===== config.mk =====
export PLATFORM = sky130hd
export DESIGN_NAME = load_store_unit
export DESIGN_NICKNAME = d
export VERILOG_FILES = /design/src/rtl/lsu_pkg.sv /design/src/rtl/lsu_lane_align.sv /design/src/rtl/load_store_unit.sv
export SDC_FILE = /design/constraint.sdc
export NUM_CORES = 1
export LEC_CHECK = 0
export ABC_AREA = 1
export CAP_MARGIN = 10
export CELL_PAD_IN_SITES_DETAIL_PLACEMENT = 0
export CELL_PAD_IN_SITES_GLOBAL_PLACEMENT = 1
export CORE_AREA = 2 2 188 190
export DETAILED_ROUTE_END_ITERATION = 16
export DIE_AREA = 0 0 190 192
export PLACE_DENSITY = 0.8
export SKIP_CTS_REPAIR_TIMING = 1
export SLEW_MARGIN = 0
export SYNTH_ARGS = -nofsm -noshare
export SYNTH_HDL_FRONTEND = slang
export SYNTH_HIERARCHICAL = 1
export SYNTH_SLANG_ARGS = --single-unit

===== constraint.sdc =====
create_clock -name clk_i -period 5.38 [get_ports clk_i]
set_clock_uncertainty 0.2 [all_clocks]
set_input_delay 0.538 -clock clk_i [delete_from_list [all_inputs] [get_ports clk_i]]
set_output_delay 0.538 -clock clk_i [all_outputs]
set_load 0.02 [all_outputs]

===== src/rtl/lsu_pkg.sv =====
// Shared definitions for the load/store unit.
//   - DMCtrl request encodings (loads and stores share the size field)
//   - FSM state type
//   - size_bytes(): access size in bytes for a ctrl code
//   - is_legal():   whether a we/ctrl pair names a supported access
package lsu_pkg;

    // Load encodings
    localparam logic [2:0] LB  = 3'b000;
    localparam logic [2:0] LH  = 3'b001;
    localparam logic [2:0] LW  = 3'b010;
    localparam logic [2:0] LBU = 3'b100;
    localparam logic [2:0] LHU = 3'b101;
    // Store encodings
    localparam logic [2:0] SB  = 3'b000;
    localparam logic [2:0] SH  = 3'b001;
    localparam logic [2:0] SW  = 3'b010;

    typedef enum logic [2:0] {
        IDLE,
        ISSUE0,
        ISSUE1,
        CAPTURE,
        RSP
    } lsu_state_e;

    // Only ctrl[1:0] carries the size; ctrl[2] selects zero extension.
    function automatic logic [2:0] size_bytes(input logic [2:0] ctrl);
        case (ctrl[1:0])
            2'b00:   return 3'd1;
            2'b01:   return 3'd2;
            default: return 3'd4;
        endcase
    endfunction

    function automatic logic is_legal(input logic we, input logic [2:0] ctrl);
        case (ctrl)
            LB, LH, LW: return 1'b1;
            LBU, LHU:   return !we;  // no unsigned stores
            default:    return 1'b0;
        endcase
    endfunction

endpackage


===== src/rtl/lsu_lane_align.sv =====
// Combinational byte-lane steering for the load/store unit.
//   offset_i   : byte offset within the word (addr[1:0])
//   size_i     : access size in bytes (1, 2 or 4)
//   sign_ext_i : sign-extend the loaded value (LB/LH)
//   wdata_i    : right-justified store data
//   beat0_i    : read data of the first (lower) word
//   beat1_i    : read data of the second (upper) word; only matters for split loads
//   be0_o/be1_o       : byte enables of beat 0 / beat 1
//   wdata0_o/wdata1_o : lane-aligned write data of beat 0 / beat 1
//   rdata_o    : extracted and extended load data
module lsu_lane_align (
    input  logic [1:0]  offset_i,
    input  logic [2:0]  size_i,
    input  logic        sign_ext_i,
    input  logic [31:0] wdata_i,
    input  logic [31:0] beat0_i,
    input  logic [31:0] beat1_i,
    output logic [3:0]  be0_o,
    output logic [3:0]  be1_o,
    output logic [31:0] wdata0_o,
    output logic [31:0] wdata1_o,
    output logic [31:0] rdata_o
);

    logic [7:0]  lanes;
    logic [63:0] wide;
    logic [31:0] extracted;

    // Treat the two beats as one 8-lane / 64-bit window; the upper half is beat 1.
    always_comb begin
        lanes = ((8'd1 << size_i) - 8'd1) << offset_i;
        wide  = {32'b0, wdata_i} << {offset_i, 3'b000};
    end

    assign be0_o    = lanes[3:0];
    assign be1_o    = lanes[7:4];
    assign wdata0_o = wide[31:0];
    assign wdata1_o = wide[63:32];

    always_comb begin
        extracted = 32'({beat1_i, beat0_i} >> {offset_i, 3'b000});
        case (size_i)
            3'd1:    rdata_o = {{24{sign_ext_i & extracted[7]}}, extracted[7:0]};
            3'd2:    rdata_o = {{16{sign_ext_i & extracted[15]}}, extracted[15:0]};
            default: rdata_o = extracted;
        endcase
    end

endmodule


===== src/rtl/load_store_unit.sv =====
// Load/store unit: initiator side of a word-organised data memory with byte enables
// and 1-cycle read latency. Accepts one request at a time, splits misaligned accesses
// into two word beats and returns extended load data with a one-cycle rsp_valid_o pulse.
//   clk_i, rst_i         : clock, asynchronous active-high reset
//   req_*                : request from the core (valid/ready handshake)
//   rsp_valid_o/err/rdata: completion pulse, illegal-ctrl flag, load data
//   mem_*                : data memory port (word address, strobes, byte enables, data)
module load_store_unit
    import lsu_pkg::*;
#(
    parameter int unsigned ADDR_W = 32,
    parameter int unsigned DATA_W = 32
) (
    input  logic              clk_i,
    input  logic              rst_i,
    input  logic              req_valid_i,
    output logic              req_ready_o,
    input  logic              req_we_i,
    input  logic [2:0]        req_ctrl_i,
    input  logic [ADDR_W-1:0] req_addr_i,
    input  logic [DATA_W-1:0] req_wdata_i,
    output logic              rsp_valid_o,
    output logic              rsp_err_o,
    output logic [DATA_W-1:0] rsp_rdata_o,
    output logic [ADDR_W-1:0] mem_addr_o,
    output logic              mem_re_o,
    output logic              mem_we_o,
    output logic [3:0]        mem_be_o,
    output logic [DATA_W-1:0] mem_wdata_o,
    input  logic [DATA_W-1:0] mem_rdata_i
);

    lsu_state_e        state_q;
    logic              we_q;
    logic [2:0]        ctrl_q;
    logic [1:0]        off_q;
    logic [DATA_W-1:0] wdata_q;
    logic              split_q;
    logic [DATA_W-1:0] beat0_q;

    logic              rsp_valid_q, rsp_err_q;
    logic [DATA_W-1:0] rsp_rdata_q;
    logic [ADDR_W-1:0] mem_addr_q;
    logic              mem_re_q, mem_we_q;
    logic [3:0]        mem_be_q;
    logic [DATA_W-1:0] mem_wdata_q;

    logic              idle;
    logic [1:0]        off_w;
    logic [2:0]        size_w;
    logic [DATA_W-1:0] wdata_w;
    logic              split_w;
    logic              sign_ext;
    logic [DATA_W-1:0] beat0_w;
    logic [3:0]        be0, be1;
    logic [DATA_W-1:0] wdata0, wdata1, load_data;

    // Outputs are registered, so beat 0 is prepared from the live request while in IDLE
    // and from the latched request afterwards.
    always_comb begin
        idle     = (state_q == IDLE);
        off_w    = idle ? req_addr_i[1:0] : off_q;
        size_w   = size_bytes(idle ? req_ctrl_i : ctrl_q);
        wdata_w  = idle ? req_wdata_i : wdata_q;
        split_w  = ({2'b00, off_w} + {1'b0, size_w}) > 4'd4;
        sign_ext = !ctrl_q[2] && (ctrl_q[1:0] != 2'b10);
        // Unsplit loads see their only beat on mem_rdata_i during CAPTURE.
        beat0_w  = split_q ? beat0_q : mem_rdata_i;
    end

    lsu_lane_align u_lane_align (
        .offset_i   (off_w),
        .size_i     (size_w),
        .sign_ext_i (sign_ext),
        .wdata_i    (wdata_w),
        .beat0_i    (beat0_w),
        .beat1_i    (mem_rdata_i),
        .be0_o      (be0),
        .be1_o      (be1),
        .wdata0_o   (wdata0),
        .wdata1_o   (wdata1),
        .rdata_o    (load_data)
    );

    always_ff @(posedge clk_i or posedge rst_i) begin
        if (rst_i) begin
            state_q     <= IDLE;
            we_q        <= 1'b0;
            ctrl_q      <= 3'b000;
            off_q       <= 2'b00;
            wdata_q     <= '0;
            split_q     <= 1'b0;
            beat0_q     <= '0;
            rsp_valid_q <= 1'b0;
            rsp_err_q   <= 1'b0;
            rsp_rdata_q <= '0;
            mem_addr_q  <= '0;
            mem_re_q    <= 1'b0;
            mem_we_q    <= 1'b0;
            mem_be_q    <= 4'b0000;
            mem_wdata_q <= '0;
        end else begin
            unique case (state_q)
                IDLE: begin
                    if (req_valid_i) begin
                        we_q    <= req_we_i;
                        ctrl_q  <= req_ctrl_i;
                        off_q   <= req_addr_i[1:0];
                        wdata_q <= req_wdata_i;
                        split_q <= split_w;
                        if (!is_legal(req_we_i, req_ctrl_i)) begin
                            state_q     <= RSP;
                            rsp_valid_q <= 1'b1;
                            rsp_err_q   <= 1'b1;
                            rsp_rdata_q <= '0;
                        end else begin
                            state_q     <= ISSUE0;
                            mem_addr_q  <= {req_addr_i[ADDR_W-1:2], 2'b00};
                            mem_re_q    <= !req_we_i;
                            mem_we_q    <= req_we_i;
                            mem_be_q    <= be0;
                            mem_wdata_q <= req_we_i ? wdata0 : '0;
                        end
                    end
                end
                ISSUE0: begin
                    if (split_q) begin
                        state_q     <= ISSUE1;
                        mem_addr_q  <= mem_addr_q + ADDR_W'(4);  // wraps at the top of memory
                        mem_be_q    <= be1;
                        mem_wdata_q <= we_q ? wdata1 : '0;
                    end else begin
                        mem_addr_q  <= '0;
                        mem_re_q    <= 1'b0;
                        mem_we_q    <= 1'b0;
                        mem_be_q    <= 4'b0000;
                        mem_wdata_q <= '0;
                        if (we_q) begin
                            state_q     <= RSP;
                            rsp_valid_q <= 1'b1;
                            rsp_err_q   <= 1'b0;
                            rsp_rdata_q <= '0;
                        end else begin
                            state_q <= CAPTURE;
                        end
                    end
                end
                ISSUE1: begin
                    if (!we_q) beat0_q <= mem_rdata_i;
                    mem_addr_q  <= '0;
                    mem_re_q    <= 1'b0;
                    mem_we_q    <= 1'b0;
                    mem_be_q    <= 4'b0000;
                    mem_wdata_q <= '0;
                    if (we_q) begin
                        state_q     <= RSP;
                        rsp_valid_q <= 1'b1;
                        rsp_err_q   <= 1'b0;
                        rsp_rdata_q <= '0;
                    end else begin
                        state_q <= CAPTURE;
                    end
                end
                CAPTURE: begin
                    state_q     <= RSP;
                    rsp_valid_q <= 1'b1;
                    rsp_err_q   <= 1'b0;
                    rsp_rdata_q <= load_data;
                end
                RSP: begin
                    state_q     <= IDLE;
                    rsp_valid_q <= 1'b0;
                    rsp_err_q   <= 1'b0;
                    rsp_rdata_q <= '0;
                end
                default: state_q <= IDLE;
            endcase
        end
    end

    assign req_ready_o = idle;
    assign rsp_valid_o = rsp_valid_q;
    assign rsp_err_o   = rsp_err_q;
    assign rsp_rdata_o = rsp_rdata_q;
    assign mem_addr_o  = mem_addr_q;
    assign mem_re_o    = mem_re_q;
    assign mem_we_o    = mem_we_q;
    assign mem_be_o    = mem_be_q;
    assign mem_wdata_o = mem_wdata_q;

endmodule


; Word level (Yosys, flattened, before mapping)
; Cells that the tools add are included.
[word_totals]
ff_bits = 178
wordCells = 108
[op_classes]
n_addsub = 3
n_lt_le_gt_ge = 1
eq_ne = 16
n_shift = 4
mux = 48
bitwise_logic = 3
n_reduce_logical = 18
[op_table]
columns = operator, count
row1 = $mux W32, 14
row2 = $pmux W32 S3, 2
row3 = $pmux W32 S5, 1
row4 = $pmux W32 S2, 1
row5 = $shl A32 B5 Y64, 1
row6 = $shr A64 B5 Y32, 1
row7 = $add A32 B3 Y32 const B, 1
row8 = $mux W1, 13
row9 = $eq A3 B2 Y1 const B, 4
row10 = $mux W3, 4
row11 = $mux W4, 3
row12 = $pmux W3 S4, 1
row13 = $pmux W4 S3, 1
row14 = $reduce_and A4 Y1, 3
row15 = $eq A3 B1 Y1 const B, 3
row16 = $eq A3 B3 Y1 const B, 3
row17 = $ne A2 B2 Y1 const B, 4
row18 = $shl A1 B3 Y8 const A, 1
row19 = $shl A8 B2 Y8, 1
row20 = $sub A8 B1 Y8 const B, 1
row21 = $logic_not A3 Y1, 2
row22 = $pmux W1 S3, 2
row23 = $pmux W3 S2, 1
row24 = $pmux W1 S5, 1
row25 = 19 further kinds, 24

; Depth between registers and ports, before layout
[depth]
ltp_word = 10
depth_mapped = 17

; Cells and area by module
; Netlist, hierarchy kept.
[modules_own_cells]
columns = mod, n_inst, cells_each, area_each_um2, seq_area_each_um2
row1 = load_store_unit, 1, 1306, 9176.3, 4404.2
row2 = lsu_lane_align, 1, 505, 2338.5, 0.0

; Least setup slack after synthesis
; No wires, ideal clock.
[synth_timing]
path_kind = register to register
start = register state_q[2]
end = register split_q
arrival_ns = 2.451
required_ns = 5.057
path_slack_ns = 2.606
stages_incl_launch_ff = 14
period_less_slack_ns = 2.774
path_cell_list = dfrtp_1 -> inv_2 -> nand3_1 -> buf_2 -> buf_2 -> nand2_1 -> o21ai_0 -> nor2_1 -> ha_1 -> fa_1 -> nor2_1 -> o211ai_1 -> nand2_1 -> o21ai_1
[synth_between]
elab_chain_cells = 6
[synth_lines]
columns = item, line
row1 = from (decl), load_store_unit.sv:33  ; lsu_state_e state_q;
row2 = from (signal assigned), load_store_unit.sv:87  ; state_q <= IDLE;
row3 = from (signal assigned), load_store_unit.sv:112  ; state_q <= RSP;
row4 = from (signal assigned), load_store_unit.sv:117  ; state_q <= ISSUE0;
row5 = $logic_not A3 Y1 (*), load_store_unit.sv:61  ; idle = (state_q == IDLE);
row6 = $mux W2 (*), load_store_unit.sv:63  ; size_w = size_bytes(idle ? req_ctrl_i : ctrl_q);
row7 = $eq A2 B1 Y1 or $logic_not A2 Y1 (tied branches), lsu_pkg.sv:29  ; case (ctrl[1:0])
row8 = $pmux W3 S2 (*), lsu_pkg.sv:29
row9 = named net size_w[0], load_store_unit.sv:50  ; logic [2:0] size_w;
row10 = $add A2 B3 Y4 (*), load_store_unit.sv:65  ; split_w = ({2'b00, off_w} + {1'b0, size_w}) > 4'd4;
row11 = $gt A4 B3 Y1 (*), load_store_unit.sv:65
row12 = to (signal assigned), load_store_unit.sv:110  ; split_q <= split_w;
row13 = to (decl), load_store_unit.sv:38  ; logic split_q;
; The timed path passes the listed nets; every way through them passes the cells marked *.
; A chain may end at the register's enable or synchronous reset.

; Final worst setup path
[layout_timing]
start = register state_q[2]
end = register rsp_rdata_q[9] (netlist: rsp_rdata_o[9])
[layout_between]
elab_chain_cells = 7
[layout_lines]
columns = item, line
row1 = $logic_not A3 Y1 (*), load_store_unit.sv:61
row2 = $mux W2 (*), load_store_unit.sv:63
row3 = $eq A2 B1 Y1 or $logic_not A2 Y1 (tied branches), lsu_pkg.sv:29
row4 = $pmux W3 S2 (*), lsu_pkg.sv:29
row5 = named net size_w[2], load_store_unit.sv:50
row6 = $eq A3 B2 Y1 or $eq A3 B1 Y1 (tied branches), lsu_lane_align.sv:42  ; case (size_i)
row7 = $pmux W32 S2 (*), lsu_lane_align.sv:42
row8 = named net load_data[9], load_store_unit.sv:56  ; logic [DATA_W-1:0] wdata0, wdata1, load_data;
row9 = $pmux W32 S5 (*), load_store_unit.sv:103  ; unique case (state_q)
row10 = to (signal assigned), load_store_unit.sv:168  ; rsp_rdata_q <= load_data;
row11 = to (decl), load_store_unit.sv:42  ; logic [DATA_W-1:0] rsp_rdata_q;
; Marks and branches as above.

==> results.yml <==
worst_setup_path:
  timing.rr.start: "state_q[2]"
  critPathLaunchType: "flip-flop"
  cp.required_ns: 5.56
  critPathKind: "reg2reg"
  crit_start: "state_q[2]"
  cp-end-kind: "flip-flop"
  r2r_cells: 11
  crit_arrival_ns: 3.67
  critical_path_peak_fanout: 70
floorplanning:
  coreArea_mm2: 0.0343
  start_util: 0.336
  die-area_mm2: 0.0365
  die_x_um: 190
  die_h_um: 192
  rows: 68
  pin_count: 208
sta:
  finalCritPeriodShare: 0.649
  drv_slew: 0
  period_needed_ns: 3.49
  holdWs_ns: 0.275
  setup_viol: 0
  hold_violations: 0
  rsz0062_at_grt: "false"
  timing.fmax_mhz: 286
  slew_headroom: 0.252
  fin_tns_setup_ns: 0
  worstMarginPinSlew_ns: 1.12
global_route:
  grt_pass1_vias: 10600
  grt_antenna_before_repair: 2
  grt_pass1_wl_um: 58100
  grt_usage: 0.201
  grt-ovfl-total: 0
  grt_max_degree: 158
drt:
  routed_wl_um: 36200
  num_vias: 11500
  drtIter0Drc: 856
  avgRoutedWirePerCell_um: 15.0
  avgViaCountPerCell: 4.76
  dr.pass1.iters: 6
  antenna_left: 0
  drcViolationCount: 0
power:
  finalPower_mw: 9.31
  p_comb_frac: 0.612
  internal_power_mw: 4.49
  p_leak_nw: 7.19
  power_frac_clock: 0.134
  power_frac_seq: 0.254
  peakVddDrop_mv: 0.364
  p_sw_frac: 0.518
  cellPowerDensity_mw_per_mm2: 650
  p_switching_mw: 4.82
final_layout:
  diodes: 0
  syn_to_final_growth_pct: 24.3
  drive_above_1_share: 0.0455
  nets: 2050
  fin_util: 0.417
  fillers: 3627
logic_synthesis:
  synth_compound_area_frac: 0.134
  synth_top_cell_by_area: "dfrtp_1"
  ys_seq_area_frac: 0.382
  synth_top_area_share: 0.382
  synth_edf_count: 0
  yosysMostFrequentCell: "nand2_1"
  synth_mux_area_frac: 0
  synth-warning-count: 6
  synth_area_mm2: 0.0115
  synth_top_family_by_area: "simple AND/OR/NAND/NOR gates"
  synth_fa_ha_area_frac: 0.00500
  async_flop_share: 1.00
  synth-simple-area-share: 0.361
  synth.distinct_cells: 36
  synth_flop_cell: "dfrtp_1"
  ys_ff_latch: 176
  synthTopCellsByCount: "nand2_1 (711), o21ai_0 (208), inv_1 (184)"
  ys_top_cells_by_area: "dfrtp_1 (38%), nand2_1 (23%), o21ai_0 (9.0%)"
  syn_avg_cell_area_um2: 6.36
  synth_xor_area_frac: 0.00152
  syn-instance-count: 1811
clock_network:
  root_buffer: "clkbuf_16"
  htreeDepth: 4
  cts_buffers: 17
  ctsLongestPathBuffers: 2
  cts_tree: "yes"
  cts_sinks: 176
  clk_pin_slew_ns: 0.07
  clock_latency_ns: 0.44
worst_hold_path:
  worstHoldPathType: "reg2reg"
  min_path_cells: 2
  hold_start: "rsp_rdata_o[2]"
placement:
  dp_hpwl_um: 25700
  gp_congestion: 0.901
  portBuffers: 205
job:
  maxCapViolations: 0
outcome:
  status: "finished clean"
[flip-flops by register name (all words and copies together), names as in the netlist]
name         flops
mem_wdata_o     32
off_q            2
ctrl_q           3
beat0_q         32
rsp_rdata_o     32
mem_re_o         1
split_q          1
rsp_err_o        1
rsp_valid_o      1
mem_we_o         1
mem_addr_o      30
we_q             1
wdata_q         32
mem_be_o         4
state_q          3
[final timing paths]
path                                       end  slack (ns)
worst min-delay path            rsp_rdata_o[2]        0.27
min in group asynchronous       mem_addr_o[20]        0.28
worst max register to register  rsp_rdata_o[9]        1.89
worst min register to register  rsp_rdata_o[2]        0.27
max in group asynchronous              split_q        3.44
worst max-delay path            rsp_rdata_o[9]        1.89
[cell usage in the layout (no fill, tap or decap), types with 4 or more instances in the layout]
| cell type | Yosys | final |
|---|---|---|
| and2_1 | 12 | 12 |
| nor2_1 | 133 | 131 |
| a21oi_1 | 56 | 56 |
| o21ai_1 | 20 | 20 |
| dfrtp_1 | 176 | 175 |
| o21ai_0 | 208 | 206 |
| clkbuf_16 | 0 | 17 |
| clkdlybuf4s50_1 | 0 | 205 |
| a22oi_1 | 7 | 7 |
| inv_1 | 184 | 183 |
| nor3_1 | 8 | 8 |
| buf_4 | 22 | 13 |
| nand3_1 | 132 | 130 |
| nand2_2 | 2 | 4 |
| inv_2 | 10 | 10 |
| nand3_2 | 13 | 15 |
| conb_1 | 2 | 10 |
| nand2_1 | 711 | 709 |
[critical path: stages, from the launching register on]
cell and delay, ns:
dfrtp_1 0.45, inv_2 0.10, nand3_2 0.19, buf_4 0.52, o21ai_2 0.20, nor2_1 0.49, nand3_4 0.22, nor2_4 0.13
nand3_2 0.47, o21ai_1 0.29, nand2_1 0.09, nand2_1 0.07
[layer usage]
| metal | vias to the layer above | GRT usage | share of wire |
|---|---|---|---|
| met1 | 5222 | 0.303 | 0.51 |
| met4 | 4 | 0.0408 | 0.010 |
| met2 | 309 | 0.298 | 0.42 |
| li1 | 5902 | - | - |
| met5 | - | 0 | 0.00075 |
| met3 | 28 | 0.0351 | 0.060 |
[metrics by stage]
stage               cell area [µm²]  std cells  setup slack [ns]
detailed placement            13700       2379              1.88
floorplan                     11500       1819              2.39
CTS                           14300       2411              1.87
global placement              13700       2379              1.96
finish                        14300       2411              1.89
global route                  14300       2411              1.53
[final cells by class]
type	instances	area, µm²	share of cell area
clock buffers	19	443	0.0310
repair buffers	219	2170	0.152
multi-input cells	1335	5860	0.410
inverters	194	732	0.0512
flip-flops and latches	176	4410	0.308
well taps	455	569	0.0398
clock inverters	13	128	0.00892
[power groups by stage]
stage               clock, mW  sequential [mW]  combinational [mW]
finish                   1.25             2.37                5.69
detailed placement          0             2.39                5.66
floorplan                   0             2.64                3.68
CTS                      1.28             2.37                5.68
global placement            0             2.37                5.61
global route             1.33             2.45                6.42
[logic make-up (layout without fill, tap and decap cells)]
| family | after synthesis | count (layout) |
|---|---|---|
| AND/OR/NAND/NOR | 1019 | 1019 |
| buffers and inverters | 308 | 445 |
| other | 2 | 10 |
| AO/OA/AOI/OAI | 300 | 300 |
| flip-flops | 176 | 176 |
| adder cells (fa/ha/maj) | 4 | 4 |
| XOR/XNOR | 2 | 2 |
Power figures use the tool's default switching activity.
